`src/rtl/loader_pkg.sv`:
```
// Shared constants for the instruction-memory loader: frame sync byte,
// length-field width and FSM state encodings.
package loader_pkg;

    localparam int unsigned LEN_W        = 16;
    localparam logic [7:0]  SYNC_DEFAULT = 8'hA5;

    typedef logic [2:0] state_t;

    localparam state_t IDLE   = 3'd0;
    localparam state_t LEN_LO = 3'd1;
    localparam state_t LEN_HI = 3'd2;
    localparam state_t DATA   = 3'd3;
    localparam state_t CSUM   = 3'd4;
    localparam state_t DONE   = 3'd5;
    localparam state_t ERR    = 3'd6;

endpackage

```
`src/rtl/word_assembler.sv`:
```
// Packs four consecutive bytes into a little-endian 32-bit word; word_valid_o
// pulses combinationally alongside the byte that completes the word.
module word_assembler (
    input  logic        clk,
    input  logic        rst,
    input  logic        clear_i,
    input  logic        byte_valid_i,
    input  logic [7:0]  byte_i,
    output logic        word_valid_o,
    output logic [31:0] word_o
);

    logic [23:0] shift_q, shift_d;
    logic [1:0]  cnt_q, cnt_d;

    // NOTE: every always_comb output gets a default first so no latch is inferred.
    always_comb begin
        shift_d = shift_q;
        cnt_d   = cnt_q;
        if (clear_i) begin
            cnt_d = 2'd0;
        end else if (byte_valid_i) begin
            // Shift right so the first byte of a word ends up in bits [7:0].
            shift_d = {byte_i, shift_q[23:8]};
            cnt_d   = cnt_q + 2'd1;
        end
    end

    assign word_valid_o = byte_valid_i && !clear_i && (cnt_q == 2'd3);
    assign word_o       = {byte_i, shift_q};

    // NOTE: sequential state is updated with non-blocking assignments only.
    always_ff @(posedge clk or posedge rst) begin
        if (rst) begin
            shift_q <= '0;
            cnt_q   <= '0;
        end else begin
            shift_q <= shift_d;
            cnt_q   <= cnt_d;
        end
    end

endmodule

```
`src/rtl/imem_loader.sv`:
```
// Framed host byte stream -> instruction memory writes; holds the CPU in reset
// until a frame with a matching XOR checksum has been loaded.
module imem_loader
    import loader_pkg::*;
#(
    parameter int unsigned ADDR_W        = 11,
    parameter logic [7:0]  SYNC          = SYNC_DEFAULT,
    parameter logic        HOLD_AT_RESET = 1'b0
) (
    input  logic              clk,
    input  logic              rst,
    input  logic              rx_valid,
    input  logic [7:0]        rx_data,
    output logic              rx_ready,
    output logic              imem_wren,
    output logic [ADDR_W-1:0] imem_addr,
    output logic [31:0]       imem_wdata,
    output logic              cpu_hold,
    output logic              load_done,
    output logic              load_err,
    output logic [ADDR_W:0]   words_loaded
);

    localparam logic [LEN_W:0] CAPACITY = (LEN_W+1)'(1) << ADDR_W;

    state_t             state_q, state_d;
    logic [LEN_W-1:0]   len_q, len_d;
    logic [ADDR_W:0]    cnt_q, cnt_d;
    logic [7:0]         csum_q, csum_d;
    logic               hold_q, hold_d;
    logic               done_q, done_d;
    logic               err_q, err_d;
    logic               wren_q, wren_d;
    logic [ADDR_W-1:0]  addr_q, addr_d;
    logic [31:0]        wdata_q, wdata_d;

    logic               asm_clear, asm_valid, asm_word_valid;
    logic [31:0]        asm_word;
    logic [LEN_W-1:0]   len_full;
    logic [ADDR_W:0]    cnt_next;
    logic               is_sync;

    assign len_full = {rx_data, len_q[7:0]};
    assign cnt_next = cnt_q + 1'b1;
    assign is_sync  = (rx_data == SYNC);

    word_assembler u_asm (
        .clk          (clk),
        .rst          (rst),
        .clear_i      (asm_clear),
        .byte_valid_i (asm_valid),
        .byte_i       (rx_data),
        .word_valid_o (asm_word_valid),
        .word_o       (asm_word)
    );

    always_comb begin
        state_d   = state_q;
        len_d     = len_q;
        cnt_d     = cnt_q;
        csum_d    = csum_q;
        hold_d    = hold_q;
        done_d    = done_q;
        err_d     = err_q;
        wren_d    = 1'b0;
        addr_d    = addr_q;
        wdata_d   = wdata_q;
        asm_clear = 1'b0;
        asm_valid = 1'b0;

        case (state_q)
            IDLE, DONE, ERR: begin
                if (rx_valid && is_sync) begin
                    state_d   = LEN_LO;
                    hold_d    = 1'b1;
                    done_d    = 1'b0;
                    err_d     = 1'b0;
                    cnt_d     = '0;
                    csum_d    = 8'h00;
                    asm_clear = 1'b1;
                end
            end
            LEN_LO: begin
                if (rx_valid) begin
                    len_d   = {8'h00, rx_data};
                    state_d = LEN_HI;
                end
            end
            LEN_HI: begin
                if (rx_valid) begin
                    len_d = len_full;
                    if ({1'b0, len_full} > CAPACITY) begin
                        state_d = ERR;
                        err_d   = 1'b1;
                    end else if (len_full == '0) begin
                        state_d = CSUM;
                    end else begin
                        state_d = DATA;
                    end
                end
            end
            DATA: begin
                asm_valid = rx_valid;
                if (rx_valid) begin
                    csum_d = csum_q ^ rx_data;
                end
                if (asm_word_valid) begin
                    wren_d  = 1'b1;
                    addr_d  = cnt_q[ADDR_W-1:0];
                    wdata_d = asm_word;
                    cnt_d   = cnt_next;
                    if ((LEN_W+1)'(cnt_next) == {1'b0, len_q}) begin
                        state_d = CSUM;
                    end
                end
            end
            CSUM: begin
                if (rx_valid) begin
                    if (rx_data == csum_q) begin
                        state_d = DONE;
                        done_d  = 1'b1;
                        hold_d  = 1'b0;
                    end else begin
                        state_d = ERR;
                        err_d   = 1'b1;
                    end
                end
            end
            default: state_d = IDLE;
        endcase
    end

    always_ff @(posedge clk or posedge rst) begin
        if (rst) begin
            state_q <= IDLE;
            len_q   <= '0;
            cnt_q   <= '0;
            csum_q  <= 8'h00;
            hold_q  <= HOLD_AT_RESET;
            done_q  <= 1'b0;
            err_q   <= 1'b0;
            wren_q  <= 1'b0;
            addr_q  <= '0;
            wdata_q <= '0;
        end else begin
            state_q <= state_d;
            len_q   <= len_d;
            cnt_q   <= cnt_d;
            csum_q  <= csum_d;
            hold_q  <= hold_d;
            done_q  <= done_d;
            err_q   <= err_d;
            wren_q  <= wren_d;
            addr_q  <= addr_d;
            wdata_q <= wdata_d;
        end
    end

    assign rx_ready     = 1'b1;
    assign imem_wren    = wren_q;
    assign imem_addr    = addr_q;
    assign imem_wdata   = wdata_q;
    assign cpu_hold     = hold_q;
    assign load_done    = done_q;
    assign load_err     = err_q;
    assign words_loaded = cnt_q;

endmodule

```
`config.mk`:
```
export PLATFORM = sky130hd
export DESIGN_NAME = imem_loader
export DESIGN_NICKNAME = d
export VERILOG_FILES = /design/src/rtl/loader_pkg.sv /design/src/rtl/word_assembler.sv /design/src/rtl/imem_loader.sv
export SDC_FILE = /design/constraint.sdc
export NUM_CORES = 1
export LEC_CHECK = 0
export CAP_MARGIN = 20
export CORE_UTILIZATION = 35
export DETAILED_ROUTE_END_ITERATION = 10
export GPL_TIMING_DRIVEN = 0
export HOLD_SLACK_MARGIN = 0.15
export PLACE_DENSITY = 0.65
export SLEW_MARGIN = 20
export SYNTH_ARGS = -nofsm -noshare
export SYNTH_HDL_FRONTEND = slang
export SYNTH_SLANG_ARGS = --single-unit
export TNS_END_PERCENT = 5
```
`constraint.sdc`:
```
create_clock -name clk -period 6.99 [get_ports clk]
set_input_delay 0.699 -clock clk [delete_from_list [all_inputs] [get_ports clk]]
set_output_delay 0.699 -clock clk [all_outputs]
set_load 0.03 [all_outputs]
```
==> results of run 1 <==
[Yosys cell counts (all sizes together), types with 7 or more instances]
library cell  instances  area, µm²
mux2                 50      563.0
nor2                 24      90.09
nand2               101      379.1
nor3                  7      35.03
xnor2                18      157.7
a22oi                 8      60.06
buf                  10      45.04
dfrtp               112       2803
o21ai                50      250.2
clkbuf               24      90.09
nand3                 7      47.55
nand4                 7      43.79
[path summary, 6_finish.rpt]
path,from,endpoint,slack [ns],depth (start not counted)
min in group asynchronous,rst,imem_wdata[7]$_DFFE_PP0P_,0.68,2
min,u_asm.shift_q[1]$_DFFE_PP0P_,u_asm.shift_q[1]$_DFFE_PP0P_,0.48,2
max,rx_data[2],words_loaded[9]$_DFFE_PP0P_,4.00,7
max in group asynchronous,rst,words_loaded[11]$_DFFE_PP0P_,5.61,3
max reg2reg,words_loaded[0]$_DFFE_PP0P_,state_q[1]$_DFFE_PP0P_,4.22,7
min reg2reg,u_asm.shift_q[1]$_DFFE_PP0P_,u_asm.shift_q[1]$_DFFE_PP0P_,0.48,2
[power by group through the flow]
stage / combinational (mW) / clock (mW) / sequential, mW
floorplan: 0.462 / 0 / 1.14
global placement: 0.826 / 0 / 1.04
detailed placement: 0.849 / 0 / 1.05
CTS: 0.852 / 0.537 / 1.04
global route: 0.933 / 0.563 / 1.07
finish: 0.846 / 0.524 / 1.04
[per-stage QoR]
stage,utilization,total power [mW]
2_1_floorplan,-,1.601
3_3_place_gp,0.4167,1.862
3_5_place_dp,0.4189,1.897
4_1_cts,0.4404,2.426
5_1_grt,0.4404,2.567
6_report,0.4404,2.406
[cell usage in the layout (no fill, tap or decap), drive strengths merged, types with 3 or more instances in the layout]
| master | n |
|---|---|
| or3 | 3 |
| and3 | 4 |
| nor2b | 6 |
| a22oi | 8 |
| o41ai | 3 |
| mux2i | 3 |
| nand2b | 5 |
| clkdlybuf4s50 | 61 |
| mux2 | 50 |
| nor4 | 5 |
| nand4 | 7 |
| nand3 | 7 |
| nand2 | 101 |
| xor2 | 6 |
| clkinv | 4 |
| a21oi | 6 |
| clkbuf | 33 |
| buf | 11 |
| o31ai | 5 |
| nor3 | 7 |
| inv | 8 |
| dfrtp | 112 |
| o21ai | 50 |
| nor2 | 24 |
| xnor2 | 18 |
[layer usage]
layer | global-route usage | wire, µm | part of all wire
met5 | 0 | 0 | 0
met4 | 0.04518 | 132 | 0.011
met3 | 0.04212 | 556 | 0.045
met2 | 0.2885 | 6047 | 0.49
met1 | 0.2236 | 5710 | 0.46
[flip-flops by register name, summed over array words and instances (netlist names), 2 cells and up]
name	cells
u_asm.shift_q	24
csum_q	8
len_q	16
u_asm.cnt_q	2
words_loaded	12
imem_wdata	32
imem_addr	11
state_q	3
[cell type report]
class | count | area, µm² | area share
Timing Repair Buffer | 62 | 638.1 | 0.1001
Multi-Input combinational cell | 349 | 2232 | 0.3501
Tap cell | 184 | 230.2 | 0.03611
Clock buffer | 9 | 225.2 | 0.03532
Clock inverter | 7 | 85.08 | 0.01334
Sequential cell | 112 | 2803 | 0.4396
Inverter | 6 | 27.53 | 0.004317
Buffer | 34 | 135.1 | 0.02119
[cell families after synthesis]
logic type               count (synthesis)  share of synthesized area
AND/OR/NAND/NOR                        179                     0.1624
flip-flops                             112                     0.5398
AO/OA/AOI/OAI                           89                     0.1053
multiplexers                            53                     0.1142
buffers and inverters                   40                    0.03036
XOR/XNOR                                24                    0.04048
adder cells (fa/ha/maj)                  3                   0.006746
other                                    1                  0.0007222
[critical path: cells and delay by family]
kind            cells  cell delay (ns)
buf+inv             1             0.39
simple gates        3             1.28
compound gates      3             0.83
==> flow_summary_export.csv, run 1 <==
group,metric,value,unit
cts,post_cts_buffers,0,
power_and_ir_drop,p_per_area,377.4,mW/mm²
floorplan,fp.dieArea,0.01533,mm²
power_and_ir_drop,ir_drop,152.7,µV
global_routing,grtUsageTotal,0.1730,
global_routing,grt_pass1_vias,3834,
timing,tns,0,ns
synth,async_reset_ff_frac,1.000,
drt,drtIter0Drc,282,
floorplan,die_x,123.8,µm
synth,synth_seq_area_share,0.5398,
critical_path,cp-start-kind,"input port",
cts,clock-sinks,112,
drt,avgViaCountPerCell,5.138,
critical_path,crit_required,7.22,ns
critical_path,crit_chain,"clkbuf_1 > or3b_2 > nor4_2 > o21a_1 > nor2_1 > o21ai_0 > o31ai_1",
power_and_ir_drop,p_leak,2.846,nW
timing,fin_worst_skew,0.01128,ns
job,drv_cap,0,
placed_design,dp_slack,3.627,ns
critical_path,critPathMaxFanout,10,
critical_path,end_kind,"flop",
drt,num_vias,3920,
synth,syn_nets,514,
cts,clock_path_buffers,2,
layout,stdcell_area,0.006376,mm²
cts,cts_hold_buf,0,
timing,final_max_slew_viol_count,0,
layout,num-fill-cells,1374,
cts,h-tree-depth,3,
floorplan,rows,44,
critical_path,setup.worst_path.class,"in -> reg",
layout,fin_cells,763,
synth,synthFlopType,"dfrtp_1",
power_and_ir_drop,pwr-share-clk,0.218,
cts,ctsResizeCount,0,
placed_design,placed_area,0.006066,mm²
cts,clock_latency,0.36,ns
placed_design,place.gp.congestion,0.8497,
synth,synth_cell_types,53,
timing,slew_headroom,0.4151,
cts,root_buffer,"clkbuf_16",
layout,nets,587,
layout,antennaDiodeCount,0,
critical_path,worst_path_max_delay_cell,"nor4_2",
cts,cts_tree,"yes",
power_and_ir_drop,power_frac_comb,0.351,
floorplan,die_h,123.8,µm
floorplan,io_pins,71,
power_and_ir_drop,power.internal,1.500,mW
placed_design,dp.cells,747,
outcome,status,"finished clean",
timing,fin_crit_sh,0.4275,
timing,whs,0.4763,ns
power_and_ir_drop,power.switching,0.9060,mW
synth,synth_edf_count,0,
worst_hold_path,hp-class,"reg -> reg",
global_routing,grt_max_degree,84,
timing,rsz0062_at_grt,"no",
timing,period_needed,2.988,ns
floorplan,start_util,0.3586,
synth,synth.avg_cell_area,10.36,µm²
cts,clk_pin_slew,0.09,ns
timing,setup_slack,4.002,ns
synth,ys_seq_elements,112,
drt,drt_pass1_iterations,4,
drt,ant_nets,0,
power_and_ir_drop,seqPwrFrac,0.431,
global_routing,overflow,0,
critical_path,worstPathArrival,3.22,ns
layout,syn_to_final_growth,22.80,%
timing,fmax,334.7,MHz
power_and_ir_drop,p_sw_frac,0.3765,
floorplan,core-area,0.01448,mm²
global_routing,grt_pass1_wl,19990,µm
global_routing,antenna_found_initial,0,
synth,yosysWarnings,0,
placed_design,hpwl,8774,µm
drt,drc,0,
layout,layout-drive-gt1-share,0.1399,
timing,finalHoldViolCount,0,
cts,cts_buffers,9,
drt,wire_per_inst,16.31,µm
timing,worst_pin_slew,0.8707,ns
timing,setup_viol,0,
synth,syn_area,0.005192,mm²
drt,totalWireLength,12450,µm
synth,synthCells,501,
placed_design,portBuffers,61,
critical_path,cpPeakStageDelay,0.51,ns
No activity file was read; power rests on OpenSTA's default activity.
==> run 2: changes to the inputs <==
==> constraint.sdc (replaced) <==
create_clock -name clk -period 2.8 [get_ports clk]
set_input_delay 0.28 -clock clk [delete_from_list [all_inputs] [get_ports clk]]
set_output_delay 0.28 -clock clk [all_outputs]
set_load 0.03 [all_outputs]
==> run 2 against run 1 <==
Compared with the run above:
- first-iteration DRC count shrank 4.3%
- via count grew 1.2%
- routed wire length grew 1.4%
- critical path type is now reg -> reg
- critical endpoint is now state_q[1]$_DFFE_PP0P_
- largest power group unchanged
- critical path depth is the same
==> flow_summary_export.csv, run 2 (synthesized netlist as in run 1, its figures left out) <==
group,metric,value,unit
outcome,status,"finished clean",
timing,fin_crit_sh,0.9285,
placed_design,portBuffers,61,
critical_path,critPathMaxFanout,10,
global_routing,grt_pass1_vias,3940,
floorplan,die_x,123.8,µm
timing,slew_headroom,0.3629,
layout,stdcell_area,0.006415,mm²
timing,rsz0062_at_grt,"no",
drt,wire_per_inst,16.49,µm
cts,clk_pin_slew,0.07,ns
global_routing,grtUsageTotal,0.1789,
drt,avgViaCountPerCell,5.187,
floorplan,fp.dieArea,0.01533,mm²
timing,worst_pin_slew,0.9483,ns
global_routing,grt_max_degree,35,
critical_path,end_kind,"flop",
timing,fin_worst_skew,0.005504,ns
job,drv_cap,0,
layout,layout-drive-gt1-share,0.1463,
cts,cts_hold_buf,0,
critical_path,cp-start-kind,"flop",
placed_design,dp_slack,-0.1601,ns
drt,ant_nets,0,
timing,setup_viol,0,
timing,final_max_slew_viol_count,0,
power_and_ir_drop,ir_drop,354.9,µV
cts,clock_latency,0.35,ns
cts,post_cts_buffers,0,
drt,drc,0,
placed_design,placed_area,0.006097,mm²
floorplan,start_util,0.3586,
floorplan,rows,44,
critical_path,crit_required,3.01,ns
critical_path,setup.worst_path.class,"reg -> reg",
cts,ctsResizeCount,0,
placed_design,place.gp.congestion,0.8727,
cts,h-tree-depth,3,
timing,whs,0.3542,ns
timing,finalHoldViolCount,0,
layout,final_common_cell,"dfrtp_1",
timing,setup_slack,0.2003,ns
worst_hold_path,hp-class,"in -> async",
floorplan,core-area,0.01448,mm²
critical_path,worstPathArrival,2.80,ns
layout,antennaDiodeCount,0,
floorplan,die_h,123.8,µm
drt,drt_pass1_iterations,7,
timing,fmax,384.7,MHz
layout,largest_register_ffs,32,
cts,clock-sinks,112,
global_routing,overflow,0,
layout,layout_common_cells,"dfrtp_1 (111), nand2_1 (101), clkdlybuf4s50_1 (61)",
drt,drtIter0Drc,270,
layout,num-fill-cells,1363,
timing,tns,0,ns
global_routing,grt_pass1_wl,20700,µm
cts,clock_path_buffers,2,
placed_design,hpwl,9126,µm
cts,root_buffer,"clkbuf_16",
layout,final_core_util,0.4431,
power_and_ir_drop,p_leak,2.861,nW
layout,syn_to_final_growth,23.54,%
timing,period_needed,2.600,ns
floorplan,io_pins,71,
power_and_ir_drop,p_per_area,943.7,mW/mm²
cts,cts_buffers,9,
global_routing,antenna_found_initial,0,
cts,cts_tree,"yes",
drt,num_vias,3968,
drt,totalWireLength,12620,µm
layout,nets,589,
## run 2: cell count changes in the layout (fill, tap and decap cells not counted), sizes merged
cell / before / now
clkinvlp: 1 / 3
bufinv: 0 / 1
clkinv: 4 / 1
inv: 8 / 6
clkbuf: 33 / 36
buf: 11 / 12
## run 2: where the power goes
part,total [mW],internal (mW),switching (mW)
Combinational,2.13,0.950,1.18
Sequential,2.59,2.16,0.429
Clock,1.33,0.747,0.587
## run 2: worst paths after layout
kind                                              startpoint  slack (ns)  cells past startpoint                            end
worst min register to register  u_asm.shift_q[5]$_DFFE_PP0P_        0.47                      2   u_asm.shift_q[5]$_DFFE_PP0P_
worst max register to register   words_loaded[7]$_DFFE_PP0P_        0.20                      7         state_q[1]$_DFFE_PP0P_
worst min-delay path                                     rst        0.35                      2   u_asm.shift_q[3]$_DFFE_PP0P_
worst max-delay path             words_loaded[7]$_DFFE_PP0P_        0.20                      7         state_q[1]$_DFFE_PP0P_
max in group asynchronous                                rst        1.62                      4    words_loaded[0]$_DFFE_PP0P_
min in group clk                                  rx_data[1]        0.37                      3  u_asm.shift_q[17]$_DFFE_PP0P_
## run 2: metrics by stage
step	power [mW]	instances
2_1_floorplan	3.998	501
3_3_place_gp	4.649	746
3_5_place_dp	4.760	749
4_1_cts	6.123	765
5_1_grt	6.473	765
6_report	6.054	765
## run 2: layer usage
| metal | track usage | up-vias | wire, µm |
|---|---|---|---|
| li1 | - | 1884 | - |
| met1 | 0.2313 | 1951 | 5464 |
| met2 | 0.2965 | 119 | 6270 |
| met3 | 0.03892 | 14 | 689 |
| met4 | 0.05873 | 0 | 194 |
| met5 | 0 | - | 0 |
## run 2: critical path, stage by stage (launching register included)
cell and delay [ns]:
dfrtp_1 0.39, clkbuf_1 0.35, nand2_1 0.19, o32ai_1 0.39, o31ai_1 0.17, or4_4 0.56
nor4b_4 0.28, o221ai_1 0.14
## run 2: layout make-up
type / instances / area, µm² / area share
Clock buffer: 11 / 252.7 / 0.03940
Buffer: 34 / 136.4 / 0.02126
Inverter: 6 / 26.28 / 0.004096
Tap cell: 184 / 230.2 / 0.03589
Sequential cell: 112 / 2804 / 0.4371
Clock inverter: 5 / 62.56 / 0.009752
Multi-Input combinational cell: 349 / 2232 / 0.3480
Timing Repair Buffer: 64 / 670.6 / 0.1045
==> run 3: changes to the inputs <==
--- a/config.mk
+++ b/config.mk
@@ -6,6 +6,7 @@
 export NUM_CORES = 1
 export LEC_CHECK = 0
 export CAP_MARGIN = 20
+export CORE_ASPECT_RATIO = 1.1
 export CORE_UTILIZATION = 35
 export DETAILED_ROUTE_END_ITERATION = 10
 export GPL_TIMING_DRIVEN = 0
==> run 3 against run 2 <==
Compared with the run above:
- first-iteration DRC count is 18% lower
- cell count increased by 0.92%
- total power fell by 0.46%
- via count is essentially flat
- hold slack lost 0.083 ns
- count of clock-buffer cells in the layout down 2
- sequential share of layout area about the same
- non-clock buffer count did not move
- clock skew increased by 0.0042 ns
- final area hardly changed
- critical path depth unchanged
- critical endpoint unchanged
- largest power group unchanged
==> flow_summary_export.csv, run 3 (synthesized netlist as in run 1, its figures left out) <==
group,metric,value,unit
outcome,status,"finished clean",
critical_path,critPathMaxFanout,7,
power_and_ir_drop,seqPwrFrac,0.428,
drt,avgViaCountPerCell,5.139,
critical_path,rr_worst_depth,7,
timing,fin_worst_skew,0.009735,ns
timing,setup_slack,0.1316,ns
layout,largest_register_ffs,32,
layout,layout-drive-gt1-share,0.1448,
cts,clk_pin_slew,0.08,ns
cts,cts_tree,"yes",
global_routing,overflow,0,
drt,num_vias,3967,
placed_design,dp_slack,-0.1858,ns
layout,antennaDiodeCount,0,
power_and_ir_drop,p_leak,2.857,nW
timing,slew_headroom,0.3899,
critical_path,cp-start-kind,"flop",
drt,wire_per_inst,15.88,µm
timing,period_needed,2.668,ns
critical_path,crit_required,3.01,ns
critical_path,setup.worst_path.class,"reg -> reg",
global_routing,grt_pass1_vias,4038,
timing,rsz0062_at_grt,"no",
power_and_ir_drop,ir_drop,512.0,µV
layout,final_common_cell,"dfrtp_1",
critical_path,worstPathArrival,2.88,ns
timing,fmax,374.8,MHz
placed_design,place.gp.congestion,0.8531,
floorplan,start_util,0.3594,
cts,clock-sinks,112,
global_routing,grtUsageTotal,0.1720,
placed_design,hpwl,9034,µm
floorplan,core-area,0.01445,mm²
timing,fin_crit_sh,0.9530,
layout,syn_to_final_growth,23.45,%
critical_path,end_kind,"flop",
layout,nets,589,
power_and_ir_drop,totalPowerFinal,6.026,mW
critical_path,timing.rr.end,"state_q[1]$_DFFE_PP0P_",
drt,drtIter0Drc,222,
job,drv_cap,0,
floorplan,io_pins,71,
power_and_ir_drop,power.switching,2.210,mW
drt,totalWireLength,12260,µm
floorplan,die_h,129.7,µm
timing,finalHoldViolCount,0,
cts,clock_latency,0.36,ns
layout,final_core_util,0.4437,
drt,drc,0,
critical_path,r2r-start,"words_loaded[1]$_DFFE_PP0P_",
timing,final_max_slew_viol_count,0,
worst_hold_path,hp-class,"in -> async",
power_and_ir_drop,power_frac_comb,0.354,
cts,clock_path_buffers,2,
cts,h-tree-depth,3,
cts,cts_buffers,9,
cts,root_buffer,"clkbuf_16",
timing,setup_viol,0,
power_and_ir_drop,pwr-share-clk,0.218,
floorplan,die_x,118.1,µm
global_routing,grt_pass1_wl,20660,µm
timing,worst_pin_slew,0.9082,ns
cts,cts_hold_buf,0,
floorplan,fp.dieArea,0.01533,mm²
critical_path,rrSetupSlack,0.13,ns
power_and_ir_drop,p_per_area,940.0,mW/mm²
global_routing,grt_max_degree,36,
power_and_ir_drop,power.internal,3.815,mW
placed_design,portBuffers,61,
global_routing,antenna_found_initial,0,
timing,tns,0,ns
layout,layout_common_cells,"dfrtp_1 (111), nand2_1 (101), clkdlybuf4s50_1 (61)",
power_and_ir_drop,p_sw_frac,0.3668,
drt,drt_pass1_iterations,4,
drt,ant_nets,0,
floorplan,rows,46,
run 3: cell types whose count changed in the layout (fill, tap and decap cells not counted), sizes merged:
cell / delta
clkbuf: -2
inv: +2
clkinvlp: -1
run 3: how the worst max path moves through the flow:
stage | startpoint | depth (start not counted) | slack (ns) | to
floorplan | words_loaded[0]$_DFFE_PP0P_ | 7 | 0.23 | state_q[1]$_DFFE_PP0P_
global placement | rx_valid | 7 | -0.19 | imem_wdata[23]$_DFFE_PP0P_
detailed placement | rx_valid | 7 | -0.19 | imem_wdata[24]$_DFFE_PP0P_
CTS | words_loaded[0]$_DFFE_PP0P_ | 7 | 0.09 | state_q[1]$_DFFE_PP0P_
global route | words_loaded[1]$_DFFE_PP0P_ | 7 | 0.03 | state_q[1]$_DFFE_PP0P_
finish | words_loaded[1]$_DFFE_PP0P_ | 7 | 0.13 | state_q[1]$_DFFE_PP0P_
run 3: area by class of cell:
type	count	area, µm²
timing repair buffer	64	670.6
inverter	6	26.28
multi-input combinational	349	2232
fill	1375	8036
clock inverter	6	75.07
clock buffer	9	225.2
tap	192	240.2
buffer	34	136.4
sequential	112	2804
run 3: worst max-delay path, cell delays in order (launching register included):
cell	delay, ns
dfrtp_1	0.50
ha_1	0.33
and4_2	0.33
nand4_1	0.17
xnor2_1	0.18
or4_4	0.55
nor4b_4	0.31
o221ai_1	0.15
run 3: routing by layer:
| layer | track usage | up-vias | wire length [µm] |
|---|---|---|---|
| met5 | 0 | - | 0 |
| met4 | 0.05882 | 0 | 210 |
| met3 | 0.03890 | 14 | 505 |
| met2 | 0.2907 | 94 | 6075 |
| met1 | 0.2191 | 1975 | 5465 |
| li1 | - | 1884 | - |
run 3: power by group through the flow:
stage | combinational (mW) | sequential (mW) | clock [mW]
2_1_floorplan | 1.15 | 2.84 | 0
3_3_place_gp | 2.06 | 2.59 | 0
3_5_place_dp | 2.13 | 2.61 | 0
4_1_cts | 2.15 | 2.58 | 1.34
5_1_grt | 2.34 | 2.66 | 1.42
6_report | 2.13 | 2.58 | 1.31
run 3: through the flow:
step	hold slack, ns	instances	area, µm²
finish	0.2708	772	6410
global route	0.3043	772	6410
detailed placement	0.4586	757	6107
global placement	0.4549	754	6047
CTS	0.2827	772	6407
floorplan	0.4418	501	5196
run 3: repair_timing:
action,CTS,global route
buffers inserted,0,0
endpoints found under the setup margin,0,4
resized for setup,0,2
